`config.mk`:
```
export PLATFORM = sky130hd
export DESIGN_NAME = sd_sector_server
export DESIGN_NICKNAME = d
export VERILOG_FILES = /design/src/rtl/sd_server_pkg.sv /design/src/rtl/sd_sector_server.sv
export SDC_FILE = /design/constraint.sdc
export NUM_CORES = 1
export LEC_CHECK = 0
export BUFFER_PORTS_ARGS = -buffer_cell sky130_fd_sc_hd__buf_2
export CAP_MARGIN = 20
export CORE_MARGIN = 2
export CORE_UTILIZATION = 51
export CTS_BUF_LIST = sky130_fd_sc_hd__clkbuf_4 sky130_fd_sc_hd__clkbuf_8 sky130_fd_sc_hd__clkbuf_16
export CTS_CLUSTER_DIAMETER = 30
export DETAILED_ROUTE_END_ITERATION = 6
export GPL_TIMING_DRIVEN = 0
export HOLD_SLACK_MARGIN = 0.15
export MAX_ROUTING_LAYER = met4
export PLACE_DENSITY = 0.8
export SLEW_MARGIN = 0
export SYNTH_ARGS = -nofsm -noshare
export SYNTH_HDL_FRONTEND = slang
export SYNTH_SLANG_ARGS = --single-unit
```
`constraint.sdc`:
```
create_clock -name clk_sys -period 2.3 [get_ports clk_sys]
set_input_delay 0.345 -clock clk_sys [delete_from_list [all_inputs] [get_ports clk_sys]]
set_output_delay 0.345 -clock clk_sys [all_outputs]
set_load 0.1 [all_outputs]
```
`src/rtl/sd_server_pkg.sv`:
```
// sd_server_pkg: shared state encoding and sector geometry for the sector server.
package sd_server_pkg;

    typedef enum logic [3:0] {
        IDLE, RD_REQ, RD_WAIT, RD_STB, WR_ADDR, WR_LAT, WR_WAIT, DONE, HOLD
    } state_t;

    localparam int SECTOR_BYTES = 512;
    localparam int IDX_W = $clog2(SECTOR_BYTES);
    localparam logic [IDX_W-1:0] LAST_IDX = 9'd511;

endpackage

```
`src/rtl/sd_sector_server.sv`:
```
// sd_sector_server: answers the core's sector-buffer requests from drive images
// held in byte-wide external memory, one byte transaction at a time.
module sd_sector_server
    import sd_server_pkg::*;
#(
    parameter int            DRIVES = 2,
    parameter int            AW     = 25,
    parameter logic [AW-1:0] BASE0  = 25'h0100000,
    parameter logic [AW-1:0] BASE1  = 25'h0180000
) (
    input  logic              clk_sys,
    input  logic              reset_n,
    input  logic [31:0]       sd_lba,
    input  logic [DRIVES-1:0] sd_rd,
    input  logic [DRIVES-1:0] sd_wr,
    output logic [DRIVES-1:0] sd_ack,
    output logic [IDX_W-1:0]  sd_buff_addr,
    output logic [7:0]        sd_buff_dout,
    input  logic [7:0]        sd_buff_din,
    output logic              sd_dout_strobe,
    input  logic [15:0]       img_sectors0,
    input  logic [15:0]       img_sectors1,
    output logic [AW-1:0]     mem_addr,
    output logic              mem_rd,
    output logic              mem_wr,
    output logic [7:0]        mem_wdata,
    input  logic [7:0]        mem_rdata,
    input  logic              mem_ready,
    output logic              oor_err
);

    state_t            state_q, state_d;
    logic              drv_q, drv_d;
    logic [31:0]       lba_q, lba_d;
    logic              inr_q, inr_d;
    logic [IDX_W-1:0]  idx_q, idx_d;
    logic [DRIVES-1:0] ack_q, ack_d;
    logic [IDX_W-1:0]  baddr_q, baddr_d;
    logic [7:0]        bdout_q, bdout_d;
    logic              stb_q, stb_d;
    logic              mrd_q, mrd_d;
    logic              mwr_q, mwr_d;
    logic [AW-1:0]     maddr_q, maddr_d;
    logic [7:0]        mwdata_q, mwdata_d;
    logic              oor_q, oor_d;

    logic [DRIVES-1:0] req;
    logic              sel;
    logic              sel_inr;
    logic              last;
    logic [IDX_W-1:0]  idx_inc;
    logic [IDX_W-1:0]  idx_next;
    state_t            wr_next;
    logic [AW-1:0]     mem_addr_calc;

    // Drive 0 wins whenever it has any request pending.
    assign req           = sd_rd | sd_wr;
    assign sel           = !req[0];
    assign sel_inr       = sd_lba < {16'h0, sel ? img_sectors1 : img_sectors0};
    assign last          = idx_q == LAST_IDX;
    assign idx_inc       = idx_q + 1'b1;
    assign idx_next      = last ? idx_q : idx_inc;
    assign wr_next       = last ? DONE : WR_ADDR;
    assign mem_addr_calc = (drv_q ? BASE1 : BASE0) + AW'({lba_q, idx_q});

    always_comb begin
        state_d  = state_q;
        drv_d    = drv_q;
        lba_d    = lba_q;
        inr_d    = inr_q;
        idx_d    = idx_q;
        ack_d    = ack_q;
        baddr_d  = baddr_q;
        bdout_d  = bdout_q;
        stb_d    = 1'b0;
        mrd_d    = mrd_q;
        mwr_d    = mwr_q;
        maddr_d  = maddr_q;
        mwdata_d = mwdata_q;
        oor_d    = oor_q;
        case (state_q)
            IDLE: if (|req) begin
                drv_d   = sel;
                lba_d   = sd_lba;
                inr_d   = sel_inr;
                ack_d   = DRIVES'(1) << sel;
                idx_d   = '0;
                baddr_d = '0;
                oor_d   = oor_q | !sel_inr;
                state_d = sd_rd[sel] ? RD_REQ : WR_ADDR;
            end
            // Out-of-range reads still stream a full sector of zeros.
            RD_REQ: begin
                mrd_d   = inr_q;
                maddr_d = inr_q ? mem_addr_calc : maddr_q;
                bdout_d = inr_q ? bdout_q : 8'h00;
                stb_d   = !inr_q;
                baddr_d = inr_q ? baddr_q : idx_q;
                state_d = inr_q ? RD_WAIT : RD_STB;
            end
            RD_WAIT: if (mem_ready) begin
                mrd_d   = 1'b0;
                bdout_d = mem_rdata;
                stb_d   = 1'b1;
                baddr_d = idx_q;
                state_d = RD_STB;
            end
            RD_STB: begin
                idx_d   = idx_next;
                state_d = last ? DONE : RD_REQ;
            end
            WR_ADDR: state_d = WR_LAT;
            WR_LAT: begin
                mwdata_d = sd_buff_din;
                mwr_d    = inr_q;
                maddr_d  = inr_q ? mem_addr_calc : maddr_q;
                idx_d    = inr_q ? idx_q : idx_next;
                baddr_d  = inr_q ? baddr_q : idx_next;
                state_d  = inr_q ? WR_WAIT : wr_next;
            end
            WR_WAIT: if (mem_ready) begin
                mwr_d   = 1'b0;
                idx_d   = idx_next;
                baddr_d = idx_next;
                state_d = wr_next;
            end
            DONE: begin
                ack_d   = '0;
                state_d = HOLD;
            end
            HOLD: state_d = (sd_rd[drv_q] | sd_wr[drv_q]) ? HOLD : IDLE;
            default: state_d = IDLE;
        endcase
    end

    always_ff @(posedge clk_sys or negedge reset_n) begin
        if (!reset_n) begin
            state_q  <= IDLE;
            drv_q    <= 1'b0;
            lba_q    <= '0;
            inr_q    <= 1'b0;
            idx_q    <= '0;
            ack_q    <= '0;
            baddr_q  <= '0;
            bdout_q  <= '0;
            stb_q    <= 1'b0;
            mrd_q    <= 1'b0;
            mwr_q    <= 1'b0;
            maddr_q  <= '0;
            mwdata_q <= '0;
            oor_q    <= 1'b0;
        end else begin
            state_q  <= state_d;
            drv_q    <= drv_d;
            lba_q    <= lba_d;
            inr_q    <= inr_d;
            idx_q    <= idx_d;
            ack_q    <= ack_d;
            baddr_q  <= baddr_d;
            bdout_q  <= bdout_d;
            stb_q    <= stb_d;
            mrd_q    <= mrd_d;
            mwr_q    <= mwr_d;
            maddr_q  <= maddr_d;
            mwdata_q <= mwdata_d;
            oor_q    <= oor_d;
        end
    end

    assign sd_ack         = ack_q;
    assign sd_buff_addr   = baddr_q;
    assign sd_buff_dout   = bdout_q;
    assign sd_dout_strobe = stb_q;
    assign mem_rd         = mrd_q;
    assign mem_wr         = mwr_q;
    assign mem_addr       = maddr_q;
    assign mem_wdata      = mwdata_q;
    assign oor_err        = oor_q;

endmodule

```
==> summary.txt <==
Status
  • Status: finished, final reports clean

Clock tree
  • CTS tree: built
  • H-tree depth: 3
  • Total clock sinks: 87
  • CTS clk-pin slew, worst paths: approximately 0.09 ns
  • Clock latency reported for the late side of the worst-skew pair: between 0.3 and 0.4 ns
  • CTS root buf: clkbuf_8
  • Longest Clk Path Bufs: 2
  • CTS Buf Count: 9

Critical path
  • Critical path data arrival time: 2.39 ns
  • Crit path launch type: primary input
  • Critical Path Fanout Max: 6
  • Cells on worst reg2reg path: 8
  • Worst R2R Start: idx_q[0]
  • Worst endpoint required time: 2.54 ns
  • Critical path class: primary input to register
  • Crit. Startpoint: sd_wr[0]
  • Worst setup EP type: register
  • Setup slack, reg-to-reg: 0.19 ns
  • Crit Reg-Reg Endpoint: sd_buff_addr[1]

STA
  • Slew headroom: 0.475
  • Minimum clock period: 2.15 ns
  • Skew final: 0.0109 ns
  • Crit path setup slack, layout: 0.150 ns
  • Finish-stage setup viols: 0
  • Part of the cycle the worst path needs: 0.935
  • RSZ-0062 raised after global routing: false
  • Max Clk Rate: 0.465 GHz
  • Max-slew violations: 0
  • Hold violation total from the final report: 0
  • Hold slack: between 0.2 and 0.25 ns
  • Least-Margin Pin Slew: between 0.7 and 0.8 ns

Power and ir drop
  • Sw Pwr: 3.33 mW
  • Switch share: 0.492
  • Design Power: 6.77 mW
  • Share of power burned in registers: 0.320
  • Logic gate share of total power: 0.520
  • Peak VDD IR: slightly above 0.6 mV
  • Leak: 2.98 nW
  • Pint: 3.44 mW
  • Power Dens Cells: 1180 nW/um^2
  • Clock group share of total power: 0.160

Yosys
  • Post-Syn Instances: 472
  • Yosys cell types: 59
  • Cell Area, Synth: 4500 sq um
  • Mean Syn Cell Area: 9.52 sq um
  • EDFF count, synth: 0
  • Syn Nets: between 500 and 600
  • Top FF cell, synth: dfrtp_1
  • Asr flop ratio synth: 1.00
  • #FFs+latches synth: a little under 90
  • Number of synthesis warnings: 0
  • Seq/Total Area, Yosys: 0.484

Drt
  • Met2 routed WL: 5790 microns
  • DR pass1 iterations: 4
  • First DRT Iteration DRCs: 195
  • Met1 Wirelength: between 4000 and 5000 microns
  • # DRC: 0
  • Highest routed layer: met4
  • Met3 Wirelength: 733 microns
  • Routed length per instance: roughly 15 microns
  • Routed WL: approximately 11000 microns
  • Vias per Instance: between 5 and 6
  • DR vias: a little over 4000
  • Post-DRT Antenna Nets: 0

Die
  • DIE HEIGHT: 97.9 microns
  • Starting density of the core: 0.521
  • Die ar.: 9580 sq um
  • IO Pins: 143
  • Row cnt: 34
  • Die width: approximately 98 microns
  • Placeable Area: 8640 sq um

Place
  • Port-buffer cells: between 100 and 150
  • Placer's final routability congestion estimate: approximately 0.9
  • DP Worst Slack: -0.587 ns
  • Final HPWL DP: 8520 microns

Global route
  • Initial antenna violation count: 0
  • GRT Util Overall: 0.248
  • First-pass GRT wire length: 18900 microns
  • Vias in the first global route: 4192
  • GRT Residual Overflow: 0
  • Largest net degree at the start of global routing: 60

Hold path
  • Hold endpoint: lba_q[5]
  • Hold/Removal Path Class: primary input to register
  • Worst hold stages: 3
  • Min-delay src: sd_lba[5]

Job
  • Max Cap Viol: 0

Final layout
  • Layout cells sized above 1: 0.325
  • ANT cells: 0
  • Final Net Count: 741
  • Fill cells: approximately 700
  • Final core utilization: 0.664
  • Area delta synth->final: 27.5%
placed cells by master, fill, tap and decap left out, types with 10 or more instances in the layout:
cell / instances
buf_2: 153
nand2_1: 136
dfrtp_1: 87
nor2_1: 23
o21ai_0: 21
mux2i_1: 20
a21oi_1: 20
ha_1: 18
a22o_1: 11
clkbuf_8: 11
buf_4: 10
worst max-delay path by stage:
stage / endpoint / cells after the start
floorplan: oor_err / 9
global placement: oor_err / 9
detailed placement: oor_err / 9
CTS: oor_err / 11
global route: oor_err / 9
finish: oor_err / 9
cells in the mapped netlist (3+ instances only):
cell | count | area, sq um
nor4_1 | 4 | 25.0
dfrtp_1 | 87 | 2180
mux2_2 | 8 | 90.1
nand4_1 | 7 | 43.8
a311oi_1 | 3 | 26.3
nand2b_1 | 5 | 31.3
a211oi_1 | 3 | 22.5
inv_1 | 7 | 26.3
nor2b_1 | 4 | 25.0
nor3_1 | 6 | 30.0
xnor2_1 | 4 | 35.0
buf_2 | 13 | 65.1
nand2_1 | 136 | 510
nand3_1 | 7 | 35.0
ha_1 | 18 | 225
a21oi_1 | 20 | 100
o21ai_0 | 22 | 110
nor2_1 | 24 | 90.1
and2_1 | 3 | 18.8
a221oi_1 | 3 | 26.3
xor2_1 | 4 | 35.0
mux2i_1 | 21 | 210
a22o_1 | 11 | 96.3
clkbuf_1 | 6 | 22.5
per-layer routing:
layer  GRT usage  up-vias
met5           -        -
met3      0.0444       15
met4      0.0833        0
met1       0.297     1952
met2       0.425      160
li1            -     1974
metrics by stage:
stage               instances  setup TNS [ns]  cell area [sq um]
floorplan                 472               0               4510
global placement          722           -1.07               5350
detailed placement        723           -1.13               5380
CTS                       742               0               5630
global route              748               0               5730
finish                    748               0               5730
layout make-up:
| class | instances | area [sq um] | share of cell area |
|---|---|---|---|
| clock inverter | 3 | 42.5 | 0.00742 |
| buffer | 23 | 121 | 0.0212 |
| multi-input combinational | 354 | 2220 | 0.387 |
| inverter | 7 | 26.3 | 0.00458 |
| tap | 108 | 135 | 0.0236 |
| clock buffer | 12 | 159 | 0.0277 |
| sequential | 87 | 2180 | 0.380 |
| timing repair buffer | 154 | 851 | 0.148 |
power groups by stage:
stage / Sequential [mW] / Combinational [mW] / Clock (mW)
global placement: 2.17 / 3.40 / 0
finish: 2.16 / 3.52 / 1.08
CTS: 2.17 / 3.50 / 1.11
floorplan: 3.53 / 1.42 / 0
global route: 2.22 / 3.77 / 1.16
detailed placement: 2.19 / 3.47 / 0
flip-flops by register name (all words and copies together) (netlist names), 2 cells and up:
register and count:
mem_wdata 8, lba_q 16, mem_addr 25, sd_buff_dout 8, sd_buff_addr 9, idx_q 9, sd_ack 2, state_q 4
cells by family after synthesis:
family,synth area share
xor gates and xnor gates,0.0156
DFF,0.484
adders and majority gates,0.0501
and+or+nand+nor,0.212
muxes,0.0701
buffers and inverters,0.0340
AOI/OAI and AO/OA,0.134
repair_timing:
action / 4_1_cts / 5_1_grt
hold buffers: 1 / 0
setup buffers: 3 / 7
hold endpoints to repair: 28 / 0
endpoints found under the setup margin: 2 / 2
pin swaps: 1 / 5
gates resized for setup: 3 / 8
critical path, cell delays in order:
cell and delay (ns):
buf_2 0.16, nor2_4 0.17, mux2i_1 0.21, ha_1 0.30, a2111oi_4 0.35, o21ai_1 0.16, a221oi_2 0.36, o311ai_2 0.14
a21o_1 0.20
No activity file was read; power rests on OpenSTA's default activity.
